`config.mk`:
```
export PLATFORM = sky130hd
export DESIGN_NAME = ifetch_unit
export DESIGN_NICKNAME = d
export VERILOG_FILES = /design/src/rtl/ch0re_pkg.sv /design/src/rtl/ifetch_queue.sv /design/src/rtl/ifetch_unit.sv
export SDC_FILE = /design/constraint.sdc
export NUM_CORES = 1
export LEC_CHECK = 0
export CORE_ASPECT_RATIO = 0.75
export CORE_UTILIZATION = 51
export DETAILED_ROUTE_END_ITERATION = 7
export HOLD_SLACK_MARGIN = 0.02
export PLACE_DENSITY = 0.77
export SYNTH_ARGS = -nofsm -noshare
export SYNTH_HDL_FRONTEND = slang
export SYNTH_SLANG_ARGS = --single-unit
export TNS_END_PERCENT = 100
```
`constraint.sdc`:
```
create_clock -name clk -period 5.8 [get_ports clk]
set_input_delay 1.74 -clock clk [delete_from_list [all_inputs] [get_ports clk]]
set_output_delay 1.74 -clock clk [all_outputs]
set_load 0.01 [all_outputs]
```
`src/rtl/ch0re_pkg.sv`:
```
// ch0re_pkg: shared core widths and the fetch-state encoding
package ch0re_pkg;
  localparam int XLEN = 64;
  localparam int ILEN = 32;
  typedef enum logic [1:0] {ST_RUN, ST_EXC, ST_HALT} fetch_state_e;
endpackage

```
`src/rtl/ifetch_queue.sv`:
```
// ifetch_queue: circular FIFO with synchronous flush and occupancy count
// Ports: clk, rst_ (async, active-high), push_i/data_i write side,
// pop_i/data_o read side (data_o is the head entry), flush_i empties the
// queue, count_o is the current occupancy.
module ifetch_queue #(
  parameter int W     = 32,
  parameter int DEPTH = 4
) (
  input  logic                       clk,
  input  logic                       rst_,
  input  logic                       push_i,
  input  logic                       pop_i,
  input  logic                       flush_i,
  input  logic [W-1:0]               data_i,
  output logic [W-1:0]               data_o,
  output logic [$clog2(DEPTH+1)-1:0] count_o
);
  localparam int PW = $clog2(DEPTH);
  localparam int CW = $clog2(DEPTH+1);
  logic [W-1:0]  mem_q [DEPTH];
  logic [PW-1:0] wr_q, wr_d, rd_q, rd_d;
  logic [CW-1:0] cnt_q, cnt_d;
  // Pointers wrap explicitly so DEPTH need not be a power of two.
  function automatic logic [PW-1:0] inc(input logic [PW-1:0] p);
    return p == PW'(DEPTH-1) ? '0 : p + 1'b1;
  endfunction
  always_comb begin
    wr_d  = flush_i ? '0 : push_i ? inc(wr_q) : wr_q;
    rd_d  = flush_i ? '0 : pop_i ? inc(rd_q) : rd_q;
    cnt_d = flush_i ? '0 : cnt_q + CW'(push_i) - CW'(pop_i);
  end
  always_ff @(posedge clk or posedge rst_) begin
    if (rst_) begin
      wr_q  <= '0;
      rd_q  <= '0;
      cnt_q <= '0;
    end else begin
      wr_q  <= wr_d;
      rd_q  <= rd_d;
      cnt_q <= cnt_d;
    end
  end
  always_ff @(posedge clk) begin
    if (push_i && !flush_i) mem_q[wr_q] <= data_i;
  end
  assign data_o  = mem_q[rd_q];
  assign count_o = cnt_q;
endmodule

```
`src/rtl/ifetch_unit.sv`:
```
// ifetch_unit: credit-limited instruction fetch with redirect and misaligned-target trap
// Ports: clk, rst_ (async, active-high); o_imem_req/o_imem_addr issue word
// reads, i_imem_rdata returns one cycle later; i_redirect_valid/i_redirect_pc
// steer fetch; o_valid/i_ready handshake {o_instr, o_pc, o_npc,
// o_exc_misaligned} to decode.
module ifetch_unit
  import ch0re_pkg::ILEN, ch0re_pkg::fetch_state_e, ch0re_pkg::ST_RUN,
         ch0re_pkg::ST_EXC, ch0re_pkg::ST_HALT;
#(
  parameter int              XLEN            = ch0re_pkg::XLEN,
  parameter int              IMEM_DEPTH      = 2048,
  parameter int              IMEM_ADDR_WIDTH = $clog2(IMEM_DEPTH),
  parameter int              FQ_DEPTH        = 4,
  parameter logic [XLEN-1:0] RESET_PC        = '0
) (
  input  logic                       clk,
  input  logic                       rst_,
  output logic                       o_imem_req,
  output logic [IMEM_ADDR_WIDTH-1:0] o_imem_addr,
  input  logic [ILEN-1:0]            i_imem_rdata,
  input  logic                       i_redirect_valid,
  input  logic [XLEN-1:0]            i_redirect_pc,
  output logic                       o_valid,
  input  logic                       i_ready,
  output logic [ILEN-1:0]            o_instr,
  output logic [XLEN-1:0]            o_pc,
  output logic [XLEN-1:0]            o_npc,
  output logic                       o_exc_misaligned
);
  localparam int CW = $clog2(FQ_DEPTH+1);
  localparam int EW = ILEN + XLEN + 1;
  fetch_state_e    state_q, state_d;
  logic [XLEN-1:0] pc_q, pc_d;
  logic            infl_q, infl_d;
  logic [CW-1:0]   count, occ;
  logic [EW-1:0]   head, wdata;
  logic            empty, pop, push, req;
  always_comb begin
    empty   = count == '0;
    o_valid = !empty && !i_redirect_valid;
    pop     = o_valid && i_ready;
    // Entries already owed to the queue after this cycle's pop; a new request
    // is only allowed if its response is guaranteed a slot.
    occ     = count - CW'(pop) + CW'(infl_q);
    req     = !rst_ && state_q == ST_RUN && !i_redirect_valid && occ < CW'(FQ_DEPTH);
    // Any redirect kills the response arriving this cycle.
    push    = !i_redirect_valid && (infl_q || state_q == ST_EXC);
    // pc_q has already advanced past the inflight request, so its PC is pc_q-4.
    wdata   = state_q == ST_EXC ? {{ILEN{1'b0}}, pc_q, 1'b1}
                                : {i_imem_rdata, pc_q - XLEN'(4), 1'b0};
    state_d = i_redirect_valid ? (i_redirect_pc[1:0] == 2'b00 ? ST_RUN : ST_EXC)
                               : state_q == ST_EXC ? ST_HALT : state_q;
    pc_d    = i_redirect_valid ? i_redirect_pc : req ? pc_q + XLEN'(4) : pc_q;
    infl_d  = req;
    o_imem_req  = req;
    o_imem_addr = rst_ ? '0 : pc_q[IMEM_ADDR_WIDTH+1:2];
    {o_instr, o_pc, o_exc_misaligned} = empty ? '0 : head;
    o_npc = empty ? '0 : o_pc + XLEN'(4);
  end
  always_ff @(posedge clk or posedge rst_) begin
    if (rst_) begin
      state_q <= ST_RUN;
      pc_q    <= RESET_PC;
      infl_q  <= 1'b0;
    end else begin
      state_q <= state_d;
      pc_q    <= pc_d;
      infl_q  <= infl_d;
    end
  end
  ifetch_queue #(.W(EW), .DEPTH(FQ_DEPTH)) u_queue (
    .clk     (clk),
    .rst_    (rst_),
    .push_i  (push),
    .pop_i   (pop),
    .flush_i (i_redirect_valid),
    .data_i  (wdata),
    .data_o  (head),
    .count_o (count)
  );
endmodule

```
==> flow_summary.yaml <==
run_status:
  run_status: "finished with violations"
  violations: "setup timing"
grt:
  grtUsageMet2_pct: 38.2
  grt_pass1_wl_mm: 89.3
  grt_pass1_vias: 14800
  use_met3_pct: 5.52
  grt_overflow_total: 0
  antenna_found_initial: 1
  met1_usage_pct: 40.5
  grt_usage_pct: 26.3
  grt-busiest-layer: "met1"
  grt_max_degree: 98
power_and_ir_drop:
  p_per_area_mw_per_mm2: 375
  leakagePower_nw: 9.46
  vdd_drop_max_mv: 0.243
  clockPowerShare_pct: 27.6
  switchingPower_mw: 3.24
  power_frac_comb_pct: 34.4
  p_int_mw: 7.16
  p_sw_share_pct: 31.1
  power_mw: 10.4
  seqPwrFrac_pct: 38.1
sta:
  relSlewSlack_pct: 37.1
  fin_skew_ps: 16.3
  whs_ps: 546
  fmax_ghz: 0.172
  rsz0062_at_grt: "yes"
  setup_viol: 1
  period_minus_slack_ps: 5820
  hold_violations: 0
  fin_ws_ps: -16.8
  tightest_slew_ps: 944
  fin_crit_sh_pct: 100
  slew_violations: 0
die:
  num_rows: 66
  die_h_um: 184
  core_area_mm2: 0.0435
  initial_core_util_pct: 51.9
  fp.dieW_um: 245
  dieArea_mm2: 0.0452
  num_io_pins: 274
synthesis:
  postSynthAreaPerCell_um2: 13.4
  async_flop_share_pct: 16.0
  synth_edf_count: 388
  syn_inst: 1688
  syn_area_mm2: 0.0226
  synth_top_flop_cell: "edfxtp_1"
  synth-seq-cells: 462
  synth_warnings: 0
  syn_nets: 1800
  ys_seq_area_share_pct: 59.7
  ys_types: 67
clocking:
  clock_path_buffers: 3
  cts_root_buf: "clkbuf_16"
  cts_max_level: 2
  cts_tree: "built"
  clk_pin_slew_ps: 60
  numCtsBuffers: 46
  clkSinkCount: 462
  clkLatencyLatePin_ps: 590
critical_path:
  r2r_start: "u_queue.count_o[1]"
  crit_fanout: 23
  crit_slowest_cell: "clkdlybuf4s50_1"
  crit_top_cell: "buf_12"
  critPathKind: "reg2out"
  start_kind: "flop"
  endpoint_kind: "primary output"
  crit_chain: "buf_12, buf_12, mux4_1, and4_1, nand2_1, nor4_4, nand3_1, or4_1, a21oi_1, clkdlybuf4s50_1"
  critPathMaxStageDelay_ps: 560
  worst_ep_required_time_ps: 4060
  arrival_ps: 4080
  startpoint: "u_queue.rd_q[0]"
hold_path:
  holdCritStartpoint: "pc_q[0]"
  min_path_type: "reg2reg"
finish:
  layout-drive-gt1-share_pct: 13.5
  fin_area_mm2: 0.0277
  syn_to_final_growth_pct: 22.5
  final_cell_mix: "edfxtp_1, clkdlybuf4s50_1, nand2_1"
  final_common_cell: "edfxtp_1"
  fin_nets: 2083
placed_design:
  gp_congestion: 0.926
  portBuffers: 273
  dp_hpwl_mm: 40.5
  placed_cell_area_mm2: 0.0259
route:
  first_pass_iters: 6
  drt_iter0_drc: 1696
  wl_mm: 59.2
  drt-vias-per-instance: 5.86
  avgRoutedWirePerCell_um: 22.9
  ant_nets: 0
  num_vias: 15200
  post-route-drc-count: 0
run:
  drv_cap: 0
through the flow:
step | TNS [ps] | instances | setup WS (ps) | utilization, %
global route | -314 | 2585 | -202 | 63.6
floorplan | 0 | 1688 | 47.5 | -
detailed placement | -185 | 2487 | -185 | 59.6
finish | -16.8 | 2587 | -16.8 | 63.6
global placement | -180 | 2487 | -180 | 59.6
CTS | -76.1 | 2577 | -54.3 | 63.1
power by group through the flow:
stage	Sequential [mW]	Combinational (mW)	Clock, mW
floorplan	3.95	1.92	0
global route	3.97	3.83	3.03
detailed placement	4.03	3.49	0
finish	3.96	3.57	2.86
CTS	3.96	3.54	2.89
global placement	4.02	3.45	0
sequential cells by signal, indices dropped and copies added, names as in the netlist:
signal / flops
u_queue.wr_q: 2
u_queue.rd_q: 2
pc_q: 64
u_queue.count_o: 3
u_queue.mem_q: 388
state_q: 2
infl_q: 1
layer usage:
layer  share of wire, %  vias up
li1                   -     6807
met1                 45     7500
met2                 44      784
met3                9.7       63
met4                1.6        0
met5                  0        -
layout make-up:
| cell class | instances | area (µm²) |
|---|---|---|
| Tap cell | 578 | 723 |
| Clock buffer | 60 | 1200 |
| Sequential cell | 462 | 13500 |
| Clock inverter | 24 | 233 |
| Inverter | 31 | 116 |
| Fill cell | 3148 | 15800 |
| Multi-Input combinational cell | 1098 | 8610 |
| Timing Repair Buffer | 332 | 3290 |
| Antenna cell | 2 | 5.00 |
cell usage after synthesis (all sizes together) (19+ instances only):
library cell / count / area [µm²]
edfxtp: 388 / 11700
and2: 151 / 945
nand2: 151 / 567
nor2: 129 / 487
mux4: 100 / 2330
xor2: 97 / 850
dfrtp: 74 / 1850
xnor2: 74 / 648
o21ai: 73 / 365
clkbuf: 59 / 221
nand3: 50 / 250
nor3: 50 / 265
buf: 38 / 309
nor4: 34 / 277
inv: 31 / 116
nand4: 30 / 188
and4: 19 / 173
path summary, 6_finish.rpt:
| path | end | slack, ps | cells after the start |
|---|---|---|---|
| hold / removal | u_queue.mem_q[1][1] | 550 | 0 |
| max in group asynchronous | u_queue.rd_q[1] | 3080 | 4 |
| setup / recovery | o_npc[45] | -20 | 10 |
| min in group asynchronous | pc_q[7] | 1980 | 4 |
| setup reg to reg | pc_q[42] | 2110 | 14 |
| hold reg to reg | u_queue.mem_q[1][1] | 550 | 0 |
timing repair:
item,4_1_cts,5_1_grt
resized for setup,22,32
buffers inserted,5,8
gates cloned,1,0
hold buffers,0,0
endpoints found under the setup margin,20,23
hold endpoints to repair,0,0
pin swaps,2,3
worst max-delay path: cells and delay by family (launching register included):
kind | cells | cell delay, ps
buffers and inverters | 3 | 880
DFF | 1 | 490
muxes | 1 | 420
and+or+nand+nor | 5 | 1500
AOI/OAI and AO/OA | 1 | 170
cell families after synthesis:
family                     count (synthesis)  share of synthesized area, %
xor gates and xnor gates                 171                          6.63
and+or+nand+nor                          693                          16.5
DFF                                      462                          59.7
adders and majority gates                 12                         0.698
muxes                                    109                          10.7
buffers and inverters                    129                          2.90
AOI/OAI and AO/OA                        112                          2.82
Power figures use the tool's default switching activity.
